===== src/rtl/dsa_lane_sched_if.sv =====
// rtl/dsa_lane_sched_if.sv - lane launch/completion bus between the scheduler and its workers
interface dsa_lane_sched_if #(
  parameter int LANES = 4,
  parameter int DIM_W = 16
);
  logic [LANES-1:0]       lane_start;
  logic [LANES*DIM_W-1:0] lane_row_first;
  logic [LANES*DIM_W-1:0] lane_row_last;
  logic [LANES-1:0]       lane_done;

  modport master (
    output lane_start,
    output lane_row_first,
    output lane_row_last,
    input  lane_done
  );

  modport slave (
    input  lane_start,
    input  lane_row_first,
    input  lane_row_last,
    output lane_done
  );
endinterface


===== src/rtl/dsa_lane_sched.sv =====
// rtl/dsa_lane_sched.sv - multi-lane row scheduler for the bilinear DSA
module dsa_lane_sched #(
  parameter int LANES = 4,
  parameter int DIM_W = 16,
  parameter int CYC_W = 32,
  parameter int LN_W  = $clog2(LANES + 1)
) (
  input  logic                clk_50,
  input  logic                rst_n,
  input  logic                start_jtag,
  input  logic                start_sw,
  input  logic [DIM_W-1:0]    cfg_in_w,
  input  logic [DIM_W-1:0]    cfg_in_h,
  input  logic [15:0]         cfg_scale_q88,
  input  logic [LN_W-1:0]     cfg_lanes,
  dsa_lane_sched_if.master    lanes,
  output logic [DIM_W-1:0]    out_w,
  output logic [DIM_W-1:0]    out_h,
  output logic                busy,
  output logic                done,
  output logic                err,
  output logic [CYC_W-1:0]    cycle_count,
  output logic                led_done
);

  localparam int CNT_W = $clog2(DIM_W + LANES + 1);
  localparam int BW    = DIM_W + 4;

  typedef enum logic [2:0] {
    S_IDLE, S_CALC, S_DIV, S_ASSIGN, S_LAUNCH, S_RUN, S_FIN
  } state_t;

  state_t                 r_state;
  logic                   r_sw_s1, r_sw_s2, r_sw_d;
  logic [DIM_W-1:0]       r_in_w, r_in_h;
  logic [15:0]            r_scale;
  logic [LN_W-1:0]        r_n;
  logic [DIM_W-1:0]       r_out_w, r_out_h;
  logic [DIM_W-1:0]       r_dvd;
  logic [LN_W-1:0]        r_rem;
  logic [CNT_W-1:0]       r_cnt;
  logic [BW-1:0]          r_base;
  logic [LANES-1:0]       r_active, r_pending, r_lane_start;
  logic [LANES*DIM_W-1:0] r_first, r_last;
  logic                   r_busy, r_done, r_err;
  logic [CYC_W-1:0]       r_cyc;

  logic                   w_sw_edge, w_start_req;
  logic [DIM_W+15:0]      w_prod_w, w_prod_h;
  logic [DIM_W-1:0]       w_ow, w_oh;
  logic                   w_cfg_err;
  logic [LN_W-1:0]        w_n_cfg;
  logic [LN_W:0]          w_trial, w_diff;
  logic                   w_ge;
  logic [LN_W-1:0]        w_rem_nx;
  logic [DIM_W-1:0]       w_rpl, w_hi;
  logic [BW-1:0]          w_end;
  logic                   w_act;
  logic [LANES-1:0]       w_act_mask, w_pend_nx;
  logic                   w_unused;

  assign w_sw_edge   = r_sw_s2 & ~r_sw_d;
  assign w_start_req = start_jtag | w_sw_edge;

  assign w_prod_w  = (DIM_W+16)'(r_in_w) * (DIM_W+16)'(r_scale);
  assign w_prod_h  = (DIM_W+16)'(r_in_h) * (DIM_W+16)'(r_scale);
  assign w_ow      = w_prod_w[8 +: DIM_W];
  assign w_oh      = w_prod_h[8 +: DIM_W];
  assign w_cfg_err = (r_in_w < DIM_W'(2)) || (r_in_h < DIM_W'(2)) || (r_scale == 16'd0) ||
                     (w_ow == '0) || (w_oh == '0);
  assign w_n_cfg   = (cfg_lanes == '0 || cfg_lanes > LN_W'(LANES)) ? LN_W'(LANES) : cfg_lanes;
  assign w_unused  = ^{w_prod_w[7:0], w_prod_w[DIM_W+15:DIM_W+8],
                       w_prod_h[7:0], w_prod_h[DIM_W+15:DIM_W+8], w_diff[LN_W]};

  // Divider computes floor((out_h-1)/N); adding one gives the ceiling without a wider dividend.
  assign w_trial  = {r_rem, r_dvd[DIM_W-1]};
  assign w_diff   = w_trial - {1'b0, r_n};
  assign w_ge     = (w_trial >= {1'b0, r_n});
  assign w_rem_nx = w_ge ? w_diff[LN_W-1:0] : w_trial[LN_W-1:0];
  assign w_rpl    = r_dvd + DIM_W'(1);

  assign w_end = r_base + BW'(w_rpl);
  assign w_act = (r_cnt < CNT_W'(r_n)) && (r_base < BW'(r_out_h));
  assign w_hi  = (w_end > BW'(r_out_h)) ? r_out_h : w_end[DIM_W-1:0];

  always_comb begin
    w_act_mask = r_active;
    for (int i = 0; i < LANES; i++) begin
      if (w_act && (r_cnt == CNT_W'(i))) w_act_mask[i] = 1'b1;
    end
  end

  assign w_pend_nx = r_pending & ~lanes.lane_done;

  always_ff @(posedge clk_50 or negedge rst_n) begin
    if (!rst_n) begin
      r_state      <= S_IDLE;
      r_sw_s1      <= 1'b0;
      r_sw_s2      <= 1'b0;
      r_sw_d       <= 1'b0;
      r_in_w       <= '0;
      r_in_h       <= '0;
      r_scale      <= '0;
      r_n          <= '0;
      r_out_w      <= '0;
      r_out_h      <= '0;
      r_dvd        <= '0;
      r_rem        <= '0;
      r_cnt        <= '0;
      r_base       <= '0;
      r_active     <= '0;
      r_pending    <= '0;
      r_lane_start <= '0;
      r_first      <= '0;
      r_last       <= '0;
      r_busy       <= 1'b0;
      r_done       <= 1'b0;
      r_err        <= 1'b0;
      r_cyc        <= '0;
    end else begin
      r_sw_s1 <= start_sw;
      r_sw_s2 <= r_sw_s1;
      r_sw_d  <= r_sw_s2;
      if (r_busy) r_cyc <= r_cyc + CYC_W'(1);

      case (r_state)
        S_IDLE: begin
          if (w_start_req) begin
            r_in_w   <= cfg_in_w;
            r_in_h   <= cfg_in_h;
            r_scale  <= cfg_scale_q88;
            r_n      <= w_n_cfg;
            r_done   <= 1'b0;
            r_err    <= 1'b0;
            r_cyc    <= '0;
            r_busy   <= 1'b1;
            r_active <= '0;
            r_state  <= S_CALC;
          end
        end
        S_CALC: begin
          r_out_w <= w_ow;
          r_out_h <= w_oh;
          r_dvd   <= w_oh - DIM_W'(1);
          r_rem   <= '0;
          r_cnt   <= '0;
          if (w_cfg_err) begin
            r_err   <= 1'b1;
            r_busy  <= 1'b0;
            r_state <= S_IDLE;
          end else begin
            r_state <= S_DIV;
          end
        end
        S_DIV: begin
          r_rem <= w_rem_nx;
          r_dvd <= {r_dvd[DIM_W-2:0], w_ge};
          if (r_cnt == CNT_W'(DIM_W - 1)) begin
            r_cnt   <= '0;
            r_base  <= '0;
            r_state <= S_ASSIGN;
          end else begin
            r_cnt <= r_cnt + CNT_W'(1);
          end
        end
        S_ASSIGN: begin
          for (int i = 0; i < LANES; i++) begin
            if (r_cnt == CNT_W'(i)) begin
              r_first[i*DIM_W +: DIM_W] <= w_act ? r_base[DIM_W-1:0] : '0;
              r_last[i*DIM_W +: DIM_W]  <= w_act ? (w_hi - DIM_W'(1)) : '0;
            end
          end
          r_active <= w_act_mask;
          r_base   <= w_end;
          if (r_cnt == CNT_W'(LANES - 1)) begin
            r_lane_start <= w_act_mask;
            r_state      <= S_LAUNCH;
          end else begin
            r_cnt <= r_cnt + CNT_W'(1);
          end
        end
        S_LAUNCH: begin
          // Done pulses seen during launch are dropped: pending is loaded only now.
          r_lane_start <= '0;
          r_pending    <= r_active;
          r_state      <= S_RUN;
        end
        S_RUN: begin
          r_pending <= w_pend_nx;
          if (w_pend_nx == '0) r_state <= S_FIN;
        end
        S_FIN: begin
          r_done  <= 1'b1;
          r_busy  <= 1'b0;
          r_state <= S_IDLE;
        end
        default: r_state <= S_IDLE;
      endcase
    end
  end

  assign lanes.lane_start     = r_lane_start;
  assign lanes.lane_row_first = r_first;
  assign lanes.lane_row_last  = r_last;
  assign out_w       = r_out_w;
  assign out_h       = r_out_h;
  assign busy        = r_busy;
  assign done        = r_done;
  assign err         = r_err;
  assign cycle_count = r_cyc;
  assign led_done    = r_done;

endmodule


===== src/flat_wrapper.sv =====
// flat-port wrapper written by rule: the top's interface ports become plain ports
module dsa_lane_sched_flat 
#(
  parameter int LANES = 4,
  parameter int DIM_W = 16,
  parameter int CYC_W = 32,
  parameter int LN_W  = $clog2(LANES + 1)
)
  (clk_50, rst_n, start_jtag, start_sw, cfg_in_w, cfg_in_h, cfg_scale_q88, cfg_lanes, out_w, out_h, busy, done, err, cycle_count, led_done, lanes_lane_start, lanes_lane_row_first, lanes_lane_row_last, lanes_lane_done);
  dsa_lane_sched_if #(.LANES(LANES), .DIM_W(DIM_W)) lanes_i ();
  input  logic clk_50;
  input  logic rst_n;
  input  logic start_jtag;
  input  logic start_sw;
  input  logic [DIM_W-1:0] cfg_in_w;
  input  logic [DIM_W-1:0] cfg_in_h;
  input  logic [15:0] cfg_scale_q88;
  input  logic [LN_W-1:0] cfg_lanes;
  output logic [DIM_W-1:0] out_w;
  output logic [DIM_W-1:0] out_h;
  output logic busy;
  output logic done;
  output logic err;
  output logic [CYC_W-1:0] cycle_count;
  output logic led_done;
  output wire logic [$bits(lanes_i.lane_start)-1:0] lanes_lane_start;
  output wire logic [$bits(lanes_i.lane_row_first)-1:0] lanes_lane_row_first;
  output wire logic [$bits(lanes_i.lane_row_last)-1:0] lanes_lane_row_last;
  input wire logic [$bits(lanes_i.lane_done)-1:0] lanes_lane_done;
  assign lanes_lane_start = lanes_i.lane_start;
  assign lanes_lane_row_first = lanes_i.lane_row_first;
  assign lanes_lane_row_last = lanes_i.lane_row_last;
  assign lanes_i.lane_done = lanes_lane_done;
  dsa_lane_sched #(.LANES(LANES), .DIM_W(DIM_W), .CYC_W(CYC_W), .LN_W(LN_W)) u_core (.clk_50(clk_50), .rst_n(rst_n), .start_jtag(start_jtag), .start_sw(start_sw), .cfg_in_w(cfg_in_w), .cfg_in_h(cfg_in_h), .cfg_scale_q88(cfg_scale_q88), .cfg_lanes(cfg_lanes), .lanes(lanes_i), .out_w(out_w), .out_h(out_h), .busy(busy), .done(done), .err(err), .cycle_count(cycle_count), .led_done(led_done));
endmodule

===== config.mk =====
export PLATFORM = sky130hd
export DESIGN_NAME = dsa_lane_sched_flat
export DESIGN_NICKNAME = d
export VERILOG_FILES = /design/src/rtl/dsa_lane_sched_if.sv /design/src/rtl/dsa_lane_sched.sv /design/src/flat_wrapper.sv
export SDC_FILE = /design/constraint.sdc
export NUM_CORES = 2
export LEC_CHECK = 0
export BUFFER_PORTS_ARGS = -buffer_cell sky130_fd_sc_hd__clkbuf_2
export CAP_MARGIN = 0
export CORE_MARGIN = 2
export CORE_UTILIZATION = 55
export CTS_BUF_LIST = sky130_fd_sc_hd__clkbuf_8
export DETAILED_ROUTE_END_ITERATION = 12
export GPL_ROUTABILITY_DRIVEN = 0
export PLACE_DENSITY_LB_ADDON = 0.2
export RECOVER_POWER = 50
export SYNTH_ARGS = -nofsm -noshare
export SYNTH_HDL_FRONTEND = slang
export SYNTH_SLANG_ARGS = --single-unit

===== constraint.sdc =====
create_clock -name clk_50 -period 7.2 [get_ports clk_50]
set_input_delay 1.8 -clock clk_50 [delete_from_list [all_inputs] [get_ports clk_50]]
set_output_delay 1.8 -clock clk_50 [all_outputs]
set_load 0.03 [all_outputs]

==> flow_summary.toml <==
[clock_tree]
htreeDepth = 2
numCtsBuffers = 53
path_clk_slew_ns = 0.06
root_buffer = "clkbuf_8"
cts_tree = "done"
clk_latency_ns = 0.67
clockBufferDepth = 3
cts_sinks = 308

[place]
dp_hpwl_mm = 60.00
place_area_um2 = 31470
io_buffers = 258

[floorplan]
ioPinCount = 259
rows = 84
dieArea_um2 = 55180
initial_core_util_pct = 55.69
core_um2 = 52660
die_y_um = 234.9
die_w_um = 234.9

[synthesis]
ys_async_sr_fraction_pct = 100.0
netlist_area_um2 = 29320
synth_edf_count = 0
avgSynthCellArea_um2 = 8.973
synth-seq-cells = 308
synth.top_cell.area_share_pct = 26.28
yosysSeqAreaShare_pct = 26.28
yosys-top-cells-count = "594 x nand2_1, 466 x inv_1, 336 x fa_1, 308 x dfrtp_1, 261 x and2_1"
synth.area.top_cells = "dfrtp_1 26%, fa_1 23%, ha_1 8.3%"
synthFlopType = "dfrtp_1"
syn_nets = 3858
yosys_warnings = 0
yosys.area.top_type = "dfrtp_1"
syn_inst = 3268
yosysMostFrequentCell = "nand2_1"
yosysUniqueCellTypes = 72

[timing]
clock_skew_ns = 0.03369
finalCriticalPeriod_ns = 6.838
relSlewSlack_pct = -106.5
tns_ns = 0
worst_slew_pin_slew_ns = 3.097
period_share_pct = 94.97
finalSetupViolations = 0
hold_ws_ns = 0.3470
finalHoldViolCount = 0
fmax_mhz = 146.2
drv_slew = 316
rsz0062_at_grt = "false"

[global_route]
globalRoute.totalOverflow = 0
antenna_found_initial = 0
grt_pass1_wl_mm = 127.1
grt_max_degree = 129
grt_pass1_vias = 24170
grtUsageTotal_pct = 28.26

[drt]
drc = 0
wirelength_mm = 77.08
drt-wirelength-per-cell_um = 18.23
antenna_left = 0
first_pass_iters = 5
first_iter_violations = 1602
dr_total_vias = 23380
via_per_inst = 5.531

[critical_path]
crit_type = "reg2reg"
rrSetupSlack_ns = 0.36
cp.required_ns = 7.70
crit_path_end_kind = "flop"
cp-start-kind = "flop"
cp_max_fo = 15
arrival_ns = 7.34

[finish]
multi_input_area_um2 = 19240
nets = 4087
area_growth_pct = 11.16
layout-drive-gt1-share_pct = 12.88
final_cell_area_um2 = 32600
seq_area_um2 = 7717
num-fill-cells = 4481

[job]
drv_cap = 4

[worst_hold_path]
worstHoldPathType = "reg2reg"

[outcome]
violations = "capacitance limit, slew limit"
status = "finished, violations left"
## metal layers
layer  part of all wire (%)  GRT usage, %  up-vias
li1                       -             -    10860
met1                     43         38.51    11590
met2                     48         46.94      802
met3                    7.0         4.911      125
met4                    2.2         7.365        0
met5                      0             0        -
## what timing repair did
| action | 4_1_cts | 5_1_grt |
|---|---|---|
| buffers inserted | 0 | 0 |
| resized for setup | 0 | 15 |
| setup endpoints to repair | 0 | 5 |
| hold buffers | 0 | 0 |
## critical path, stage by stage (launching register included)
cell      delay [ns]
dfrtp_1         0.60
buf_4           0.33
nand2_1         0.11
fa_1            0.55
inv_1           0.05
fa_1            0.48
fa_1            0.57
fa_1            0.43
fa_1            0.50
inv_1           0.05
fa_1            0.50
inv_1           0.05
ha_1            0.35
nand4_1         0.14
nor2_1          0.08
a221oi_1        0.32
nand3_1         0.23
xnor2_1         0.23
o21ai_0         0.17
or3_1           0.37
nor3_1          0.30
xnor2_1         0.17
o21ai_0         0.09
## per-stage QoR
stage	util [%]	setup slack [ns]	instances
finish	61.90	0.3622	4228
floorplan	-	0.5842	3268
global placement	59.77	0.3658	4130
CTS	61.91	0.1283	4227
detailed placement	59.77	0.1448	4130
global route	61.90	0.01153	4227
## placed cells by master (no fill, tap or decap), types with 9 or more instances in the layout
master,count
nand2_1,591
inv_1,486
fa_1,336
dfrtp_1,300
and2_1,261
clkbuf_2,257
ha_1,194
o21ai_0,192
nor2_1,106
xnor2_1,101
buf_4,75
clkbuf_8,65
a21oi_1,54
xor2_1,50
a22o_1,46
nand3_1,42
nor3_1,34
a21o_1,32
nand4_1,28
nor4_1,19
and3_1,19
or3_1,14
a22oi_1,14
o21ai_1,12
o21a_1,12
nand2b_1,12
a211oi_1,11
a31oi_1,9
mux2i_1,9
## path summary, 6_finish.rpt
check,startpoint,endpoint,cells after the start
max reg2reg,u_core.r_scale[7],u_core.r_dvd[15],22
max,u_core.r_scale[7],u_core.r_dvd[15],22
max in group asynchronous,rst_n,u_core.lanes.lane_start[1],2
min reg2reg,u_core.r_sw_s1,u_core.r_sw_s2,0
min,u_core.r_sw_s1,u_core.r_sw_s2,0
min in group asynchronous,rst_n,u_core.lanes.lane_row_first[39],1
## registers in the layout (all words and copies together), names as in the netlist, 5 cells and up
register / flops
u_core.cycle_count: 32
u_core.out_w: 16
u_core.r_in_h: 16
u_core.r_cnt: 5
u_core.lanes.lane_row_last: 64
u_core.r_in_w: 16
u_core.r_base: 20
u_core.r_scale: 16
u_core.out_h: 16
u_core.r_dvd: 16
u_core.lanes.lane_row_first: 64
## layout make-up
| class | instances | share of cell area, % |
|---|---|---|
| Antenna cell | 1 | 0.007677 |
| Clock buffer | 65 | 2.745 |
| Clock inverter | 32 | 0.7140 |
| Inverter | 466 | 5.366 |
| Multi-Input combinational cell | 2328 | 59.03 |
| Sequential cell | 308 | 23.68 |
| Tap cell | 688 | 2.641 |
| Timing Repair Buffer | 340 | 5.816 |
## logic make-up (layout without fill, tap and decap cells)
group / Yosys count / in the layout / synth area share (%)
AOI/OAI and AO/OA: 466 / 466 / 10.49
buffers and inverters: 632 / 903 / 8.222
other: 0 / 1 / 0
adders and majority gates: 531 / 531 / 31.26
muxes: 15 / 15 / 0.5376
xor gates and xnor gates: 151 / 151 / 4.510
DFF: 308 / 308 / 26.28
and+or+nand+nor: 1165 / 1165 / 18.69
Power is left out: the tool's default activity adds up to more than one toggle a clock period on the data nets, which glitch-free logic cannot reach.
